==> config.mk <==
export PLATFORM = sky130hd
export DESIGN_NAME = video_overlay_flat
export DESIGN_NICKNAME = d
export VERILOG_FILES = /design/src/rtl/video_if.sv /design/src/rtl/video_overlay.sv /design/src/flat_wrapper.sv
export SDC_FILE = /design/constraint.sdc
export NUM_CORES = 1
export LEC_CHECK = 0
export BUFFER_PORTS_ARGS = -buffer_cell sky130_fd_sc_hd__buf_2
export CAP_MARGIN = 20
export CORE_MARGIN = 10
export CORE_UTILIZATION = 50
export CTS_CLUSTER_SIZE = 40
export DETAILED_ROUTE_END_ITERATION = 7
export HOLD_SLACK_MARGIN = 0.05
export PLACE_DENSITY = 0.77
export SLEW_MARGIN = 10
export SYNTH_ARGS = -nofsm -noshare
export SYNTH_HDL_FRONTEND = slang
export SYNTH_SLANG_ARGS = --single-unit
==> constraint.sdc <==
create_clock -name pixel_clk -period 17.3 [get_ports pixel_clk]
set_clock_uncertainty 0.1 [all_clocks]
set_input_delay 3.46 -clock pixel_clk [delete_from_list [all_inputs] [get_ports pixel_clk]]
set_output_delay 3.46 -clock pixel_clk [all_outputs]
set_load 0.005 [all_outputs]
==> src/rtl/video_if.sv <==
// Pixel-rate video stream: 24-bit RGB, active-low syncs and a visible-pixel flag.
interface video_if;
    logic        CLK;
    logic [23:0] RGB;
    logic        HS;
    logic        VS;
    logic        BLANK;

    modport master (output CLK, RGB, HS, VS, BLANK);
    modport slave  (input  CLK, RGB, HS, VS, BLANK);
endinterface

==> src/rtl/video_overlay.sv <==
// Rectangle overlay (outline, optional 50% fill, blink) on the pixel stream,
// with line/frame geometry checking and a fixed two-cycle video delay.
module video_overlay #(
    parameter int HDISP        = 800,
    parameter int VDISP        = 480,
    parameter int BORDER       = 2,
    parameter int BLINK_FRAMES = 30
) (
    input  logic        pixel_clk,
    input  logic        pixel_rst,
    input  logic [23:0] rgb_in,
    input  logic        hs_in,
    input  logic        vs_in,
    input  logic        blank_in,
    input  logic [10:0] box_x,
    input  logic [10:0] box_w,
    input  logic [9:0]  box_y,
    input  logic [9:0]  box_h,
    input  logic [23:0] box_rgb,
    input  logic        box_en,
    input  logic        fill_en,
    input  logic        blink_en,
    input  logic        err_clr,
    output logic [1:0]  err,
    video_if.master     video_ifm
);

    localparam logic [10:0] L_HDISP      = 11'(HDISP);
    localparam logic [9:0]  L_VDISP      = 10'(VDISP);
    localparam logic [11:0] L_BORDER_X   = 12'(BORDER);
    localparam logic [10:0] L_BORDER_Y   = 11'(BORDER);
    localparam logic [15:0] L_BLINK_LAST = 16'(BLINK_FRAMES - 1);

    function automatic logic [23:0] blend_half(input logic [23:0] a, input logic [23:0] b);
        logic [7:0] r;
        logic [7:0] g;
        logic [7:0] bl;
        r  = (a[23:16] >> 3'd1) + (b[23:16] >> 3'd1);
        g  = (a[15:8]  >> 3'd1) + (b[15:8]  >> 3'd1);
        bl = (a[7:0]   >> 3'd1) + (b[7:0]   >> 3'd1);
        return {r, g, bl};
    endfunction

    logic [23:0] r1_rgb;
    logic        r1_hs, r1_vs, r1_blank;
    logic [10:0] r1_x;
    logic [9:0]  r1_y;
    logic [10:0] r_xcnt;
    logic [9:0]  r_ycnt;
    logic        r_seen_fs, r_phase;
    logic [15:0] r_fcnt;
    logic [1:0]  r_err;
    logic [10:0] r_sh_x, r_sh_w;
    logic [9:0]  r_sh_y, r_sh_h;
    logic [23:0] r_sh_rgb;
    logic        r_sh_en, r_sh_fill, r_sh_blink;
    logic [23:0] r2_rgb;
    logic        r2_hs, r2_vs, r2_blank;

    logic        w_frame_start, w_line_end, w_line_err, w_frame_err;
    logic [9:0]  w_y;
    logic [11:0] w_x_end;
    logic [10:0] w_y_end;
    logic        w_visible, w_inside, w_border;
    logic [23:0] w_rgb;

    // r1_vs / r1_blank double as the previous-cycle copies for edge detection
    assign w_frame_start = r1_vs & ~vs_in;
    assign w_line_end    = r1_blank & ~blank_in;
    assign w_y           = w_frame_start ? 10'd0 : r_ycnt;
    assign w_line_err    = w_line_end & r_seen_fs & (r_xcnt != L_HDISP);
    assign w_frame_err   = w_frame_start & r_seen_fs & (r_ycnt != L_VDISP);

    // Stage 1: register the incoming pixel together with its coordinates
    always_ff @(posedge pixel_clk or posedge pixel_rst) begin
        if (pixel_rst) begin
            r1_rgb   <= 24'h000000;
            r1_hs    <= 1'b1;
            r1_vs    <= 1'b1;
            r1_blank <= 1'b0;
            r1_x     <= 11'd0;
            r1_y     <= 10'd0;
        end else begin
            r1_rgb   <= rgb_in;
            r1_hs    <= hs_in;
            r1_vs    <= vs_in;
            r1_blank <= blank_in;
            r1_x     <= r_xcnt;
            r1_y     <= w_y;
        end
    end

    // Visible-pixel and visible-line counters, both saturating
    always_ff @(posedge pixel_clk or posedge pixel_rst) begin
        if (pixel_rst) begin
            r_xcnt <= 11'd0;
            r_ycnt <= 10'd0;
        end else begin
            if (blank_in) begin
                if (r_xcnt != 11'h7FF) begin
                    r_xcnt <= r_xcnt + 11'd1;
                end
            end else begin
                r_xcnt <= 11'd0;
            end
            if (w_frame_start) begin
                r_ycnt <= 10'd0;
            end else if (w_line_end && (r_ycnt != 10'h3FF)) begin
                r_ycnt <= r_ycnt + 10'd1;
            end
        end
    end

    // Sticky geometry errors; a new error beats a simultaneous clear
    always_ff @(posedge pixel_clk or posedge pixel_rst) begin
        if (pixel_rst) begin
            r_err <= 2'b00;
        end else begin
            r_err[0] <= w_line_err  | (r_err[0] & ~err_clr);
            r_err[1] <= w_frame_err | (r_err[1] & ~err_clr);
        end
    end

    // Frame-start bookkeeping: config shadows and blink phase; the first
    // frame start after reset only arms checking and does not count.
    always_ff @(posedge pixel_clk or posedge pixel_rst) begin
        if (pixel_rst) begin
            r_seen_fs  <= 1'b0;
            r_phase    <= 1'b1;
            r_fcnt     <= 16'd0;
            r_sh_x     <= 11'd0;
            r_sh_w     <= 11'd0;
            r_sh_y     <= 10'd0;
            r_sh_h     <= 10'd0;
            r_sh_rgb   <= 24'h000000;
            r_sh_en    <= 1'b0;
            r_sh_fill  <= 1'b0;
            r_sh_blink <= 1'b0;
        end else if (w_frame_start) begin
            r_seen_fs  <= 1'b1;
            r_sh_x     <= box_x;
            r_sh_w     <= box_w;
            r_sh_y     <= box_y;
            r_sh_h     <= box_h;
            r_sh_rgb   <= box_rgb;
            r_sh_en    <= box_en;
            r_sh_fill  <= fill_en;
            r_sh_blink <= blink_en;
            if (r_seen_fs) begin
                if (r_fcnt == L_BLINK_LAST) begin
                    r_fcnt  <= 16'd0;
                    r_phase <= ~r_phase;
                end else begin
                    r_fcnt <= r_fcnt + 16'd1;
                end
            end
        end
    end

    // Widened sums let the box run off the right/bottom edge without wrapping
    assign w_x_end   = {1'b0, r_sh_x} + {1'b0, r_sh_w};
    assign w_y_end   = {1'b0, r_sh_y} + {1'b0, r_sh_h};
    assign w_visible = r_sh_en & (r_sh_w != 11'd0) & (r_sh_h != 10'd0) & (~r_sh_blink | r_phase);
    assign w_inside  = w_visible & (r1_x >= r_sh_x) & ({1'b0, r1_x} < w_x_end)
                                 & (r1_y >= r_sh_y) & ({1'b0, r1_y} < w_y_end);
    assign w_border  = w_inside & (({1'b0, r1_x} < ({1'b0, r_sh_x} + L_BORDER_X))
                                 | (({1'b0, r1_x} + L_BORDER_X) >= w_x_end)
                                 | ({1'b0, r1_y} < ({1'b0, r_sh_y} + L_BORDER_Y))
                                 | (({1'b0, r1_y} + L_BORDER_Y) >= w_y_end));

    // Output colour selection for the stage-1 pixel
    always_comb begin
        w_rgb = r1_rgb;
        if (!r1_blank) begin
            w_rgb = 24'h000000;
        end else if (w_border) begin
            w_rgb = r_sh_rgb;
        end else if (w_inside && r_sh_fill) begin
            w_rgb = blend_half(r1_rgb, r_sh_rgb);
        end else begin
            w_rgb = r1_rgb;
        end
    end

    // Stage 2: registered video outputs
    always_ff @(posedge pixel_clk or posedge pixel_rst) begin
        if (pixel_rst) begin
            r2_rgb   <= 24'h000000;
            r2_hs    <= 1'b1;
            r2_vs    <= 1'b1;
            r2_blank <= 1'b0;
        end else begin
            r2_rgb   <= w_rgb;
            r2_hs    <= r1_hs;
            r2_vs    <= r1_vs;
            r2_blank <= r1_blank;
        end
    end

    assign video_ifm.CLK   = pixel_clk;
    assign video_ifm.RGB   = r2_rgb;
    assign video_ifm.HS    = r2_hs;
    assign video_ifm.VS    = r2_vs;
    assign video_ifm.BLANK = r2_blank;
    assign err             = r_err;

endmodule

==> src/flat_wrapper.sv <==
// flat-port wrapper written by rule: the top's interface ports become plain ports
module video_overlay_flat 
#(
    parameter int HDISP        = 800,
    parameter int VDISP        = 480,
    parameter int BORDER       = 2,
    parameter int BLINK_FRAMES = 30
)
  (pixel_clk, pixel_rst, rgb_in, hs_in, vs_in, blank_in, box_x, box_w, box_y, box_h, box_rgb, box_en, fill_en, blink_en, err_clr, err, video_ifm_CLK, video_ifm_RGB, video_ifm_HS, video_ifm_VS, video_ifm_BLANK);
  video_if video_ifm_i ();
  input  logic pixel_clk;
  input  logic pixel_rst;
  input  logic [23:0] rgb_in;
  input  logic hs_in;
  input  logic vs_in;
  input  logic blank_in;
  input  logic [10:0] box_x;
  input  logic [10:0] box_w;
  input  logic [9:0] box_y;
  input  logic [9:0] box_h;
  input  logic [23:0] box_rgb;
  input  logic box_en;
  input  logic fill_en;
  input  logic blink_en;
  input  logic err_clr;
  output logic [1:0] err;
  output wire logic [$bits(video_ifm_i.CLK)-1:0] video_ifm_CLK;
  output wire logic [$bits(video_ifm_i.RGB)-1:0] video_ifm_RGB;
  output wire logic [$bits(video_ifm_i.HS)-1:0] video_ifm_HS;
  output wire logic [$bits(video_ifm_i.VS)-1:0] video_ifm_VS;
  output wire logic [$bits(video_ifm_i.BLANK)-1:0] video_ifm_BLANK;
  assign video_ifm_CLK = video_ifm_i.CLK;
  assign video_ifm_RGB = video_ifm_i.RGB;
  assign video_ifm_HS = video_ifm_i.HS;
  assign video_ifm_VS = video_ifm_i.VS;
  assign video_ifm_BLANK = video_ifm_i.BLANK;
  video_overlay #(.HDISP(HDISP), .VDISP(VDISP), .BORDER(BORDER), .BLINK_FRAMES(BLINK_FRAMES)) u_core (.pixel_clk(pixel_clk), .pixel_rst(pixel_rst), .rgb_in(rgb_in), .hs_in(hs_in), .vs_in(vs_in), .blank_in(blank_in), .box_x(box_x), .box_w(box_w), .box_y(box_y), .box_h(box_h), .box_rgb(box_rgb), .box_en(box_en), .fill_en(fill_en), .blink_en(blink_en), .err_clr(err_clr), .err(err), .video_ifm(video_ifm_i));
endmodule
==> insert_results.sql <==
INSERT INTO impl_metrics (metric_group, metric, value, unit) VALUES
('status', 'status', 'finished, final reports clean', ''),
('grt', 'grt_pass1_vias', '8507', ''),
('drt', 'routed_wl', '25370', 'µm'),
('critical_path', 'worstRegToRegCells', '21', ''),
('timing', 'final_critical_path_setup_slack', '4724', 'ps'),
('placed_design', 'place_hpwl', '18660', 'µm'),
('yosys', 'synth-async-reset-ratio', '1.000', ''),
('drt', 'vias', '8144', ''),
('drt', 'drcViolationCount', '0', ''),
('critical_path', 'setup.worst_path.start', 'pixel_clk', ''),
('drt', 'first_iter_violations', '521', ''),
('placed_design', 'dp_slack', '4988', 'ps'),
('min_path', 'worstHoldPathType', 'reg -> reg', ''),
('critical_path', 'critical_path_class', 'clk -> out', ''),
('timing', 'slew-limit-headroom', '0.3901', ''),
('grt', 'largest_net_degree_at_the_start_of_global_routing', '113', ''),
('clocking', 'cts-hold-fix-buffers', '0', ''),
('drt', 'dr.pass1.iters', '6', ''),
('critical_path', 'setup.worst_path.start_class', 'clock port', ''),
('clocking', 'cts_setup_buffers', '0', ''),
('grt', 'overflow_after_grt', '0', ''),
('clocking', 'clock_insertion_delay_worst_skew', '550', 'ps'),
('grt', 'gr-usage-met2', '0.2894', ''),
('timing', 'setup_tns', '0', 'ps'),
('grt', 'groute.layer.met3.usage', '0.05146', ''),
('timing', 'final-max-slew-violation-count', '0', ''),
('timing', 'finalSetupViolCount', '0', ''),
('placed_design', 'quantity_of_i_o_buffers_inserted_on_ports', '128', ''),
('grt', 'antenna_found_initial', '0', ''),
('yosys', 'yosysWarnings', '0', ''),
('floorplan', 'die_height', '168.3', 'µm'),
('layout', 'area_delta_synth_final', '14.48', '%'),
('drt', 'wl_per_cell', '17.51', 'µm'),
('floorplan', 'fp.dieArea', '28310', 'µm²'),
('yosys', 'yosysUniqueCellTypes', '63', ''),
('yosys', 'synth_top_flop_cell', 'dfrtp_1', ''),
('floorplan', 'ios', '129', ''),
('yosys', 'synth_fp_nets', '1261', ''),
('grt', 'groute.usage.overall', '0.1806', ''),
('clocking', 'cts_tree', 'done', ''),
('yosys', 'synth.cell_area', '10990', 'µm²'),
('grt', 'globalRouteMet1Util', '0.2284', ''),
('yosys', 'post_synth_inst_count', '1025', ''),
('layout', 'nets', '1392', ''),
('grt', 'grt_busiest_layer', 'met2', ''),
('floorplan', 'core_area', '21760', 'µm²'),
('layout', 'fraction_of_final_layout_cells_with_drive_strength_greater_than_1', '0.2062', ''),
('drt', 'detail_route.vias_per_cell', '5.620', ''),
('floorplan', 'die_span_x', '168.3', 'µm'),
('floorplan', 'initial_core_util', '0.5052', ''),
('job', 'drv_cap', '0', ''),
('yosys', 'flip_flop_and_latch_count_after_synthesis', '185', ''),
('critical_path', 'r2r_start', 'u_core.r_sh_y[1]', ''),
('timing', 'timing_worst_slew_pin_value', '914.9', 'ps'),
('layout', 'final_core_utilization', '0.5784', ''),
('grt', 'grt_first_pass_wirelength', '42150', 'µm'),
('timing', 'rsz_0062_raised_after_global_routing', 'false', ''),
('critical_path', 'crit_required', '13740', 'ps'),
('min_path', 'hold_path_depth', '0', ''),
('timing', 'report.final.hold_viol_count', '0', ''),
('yosys', 'number_of_enable_type_register_cells_in_the_synthesized_netlist', '0', ''),
('critical_path', 'timing.critical_path.arrival', '9020', 'ps'),
('critical_path', 'kind_of_end_point_of_the_critical_path', 'primary output', ''),
('floorplan', 'std_cell_rows', '54', ''),
('yosys', 'ys_seq_area_frac', '0.4217', ''),
('power_and_ir_drop', 'power_per_cell_area', '100.4', 'nW/µm²'),
('power_and_ir_drop', 'p_leak', '6.030', 'nW'),
('clocking', 'worst_setup_hold_path_clk_slew', '80', 'ps'),
('clocking', 'cts-resized-gates', '0', ''),
('yosys', 'syn-mean-instance-area', '10.72', 'µm²'),
('critical_path', 'crit_fanout', '2', ''),
('placed_design', 'place.gp.congestion', '0.9149', ''),
('min_path', 'worstHoldStart', 'u_core.r1_hs', ''),
('drt', 'drtAntennaViolNets', '0', ''),
('power_and_ir_drop', 'ir_worst_vdd', '0.00006789', 'V'),
('layout', 'diodes', '0', '');
critical path, cell delays in order:
cell and delay, ps:
clkbuf_16 120, clkbuf_16 130, buf_2 120
worst paths after layout:
kind / to / slack, ps
worst max-delay path: video_ifm_CLK / 4720
worst min-delay path: u_core.video_ifm.HS / 260
worst max register to register: u_core.video_ifm.RGB[21] / 12280
worst min register to register: u_core.video_ifm.HS / 260
max in group asynchronous: u_core.r_ycnt[1] / 12710
min in group asynchronous: u_core.r_sh_rgb[5] / 2930
Yosys cell counts, types with 8 or more instances:
cell	number	area [µm²]
and2_1	12	75.07
nor2_1	33	123.9
nor3_1	13	65.06
nand4_1	16	100.1
a21o_1	27	202.7
dfrtp_1	180	4504
nor4_1	12	75.07
o21ai_1	12	60.06
a21oi_1	56	280.3
a31oi_1	10	62.56
a211oi_1	15	112.6
clkbuf_1	13	48.80
and3_1	16	100.1
nor2b_1	17	106.4
mux2_2	47	529.3
nand2b_1	9	56.30
inv_1	46	172.7
xnor2_1	61	534.3
xor2_1	24	210.2
mux2i_1	19	190.2
nand3_1	36	180.2
o21a_1	11	82.58
o21bai_1	8	60.06
nand2_1	60	225.2
ha_1	132	1652
o21ai_0	60	300.3
final cells by class:
| class | count | area (µm²) |
|---|---|---|
| inverter | 46 | 180.2 |
| clock buffer | 22 | 509.2 |
| fill | 1833 | 9173 |
| clock inverter | 14 | 152.6 |
| timing repair buffer | 131 | 685.7 |
| tap | 280 | 350.3 |
| sequential | 185 | 4636 |
| multi-input combinational | 771 | 6070 |
flip-flops by register name (all words and copies together) (netlist names), 2 cells and up:
register and count:
u_core.err 2, u_core.r1_rgb 24, u_core.r1_x 11, u_core.r1_y 10
u_core.r_fcnt 16, u_core.r_sh_h 10, u_core.r_sh_rgb 24, u_core.r_sh_w 11
u_core.r_sh_x 11, u_core.r_sh_y 10, u_core.r_xcnt 11, u_core.r_ycnt 10
u_core.video_ifm.RGB 24
layout by cell type (no fill, tap or decap), drive strengths merged, types with 6 or more instances in the layout:
master	count
a211oi	18
a21o	27
a21oi	56
a31oi	10
and2	12
and3	16
and4	6
buf	132
clkbuf	21
dfrtp	180
ha	132
inv	56
mux2	50
mux2i	19
nand2	61
nand2b	9
nand3	36
nand4	16
nor2	34
nor2b	17
nor3	14
nor4	12
o211ai	6
o21a	11
o21ai	74
o21bai	8
o221a	6
xnor2	61
xor2	24
routing by layer:
layer	wire length, µm	up-vias	share of wire
li1	-	3968	-
met1	11710	3938	0.46
met2	11810	207	0.47
met3	1416	31	0.056
met4	432	0	0.017
met5	0	-	0
per-stage QoR:
step / instances / hold WS [ps] / area [µm²] / power (mW)
after detailed placement: 1413 / 246.8 / 11900 / 0.8377
final: 1449 / 258.4 / 12580 / 1.263
after global routing: 1449 / 268.2 / 12580 / 1.341
after CTS: 1448 / 258.9 / 12560 / 1.275
after floorplan: 1025 / 245.2 / 10990 / 0.7495
after global placement: 1413 / 246.9 / 11900 / 0.8239
where the power goes:
part,internal (mW),switching (mW)
combinational,0.149,0.171
sequential,0.470,0.0416
clock,0.237,0.194
total,0.857,0.407
cell families after synthesis:
logic type,synth area share
mux,0.06955
buf+inv,0.02675
compound gates,0.1361
fa+ha+maj,0.1594
simple gates,0.1187
flops,0.4217
xor+xnor,0.06773
Note: power is estimated with default switching activity, not from simulation.
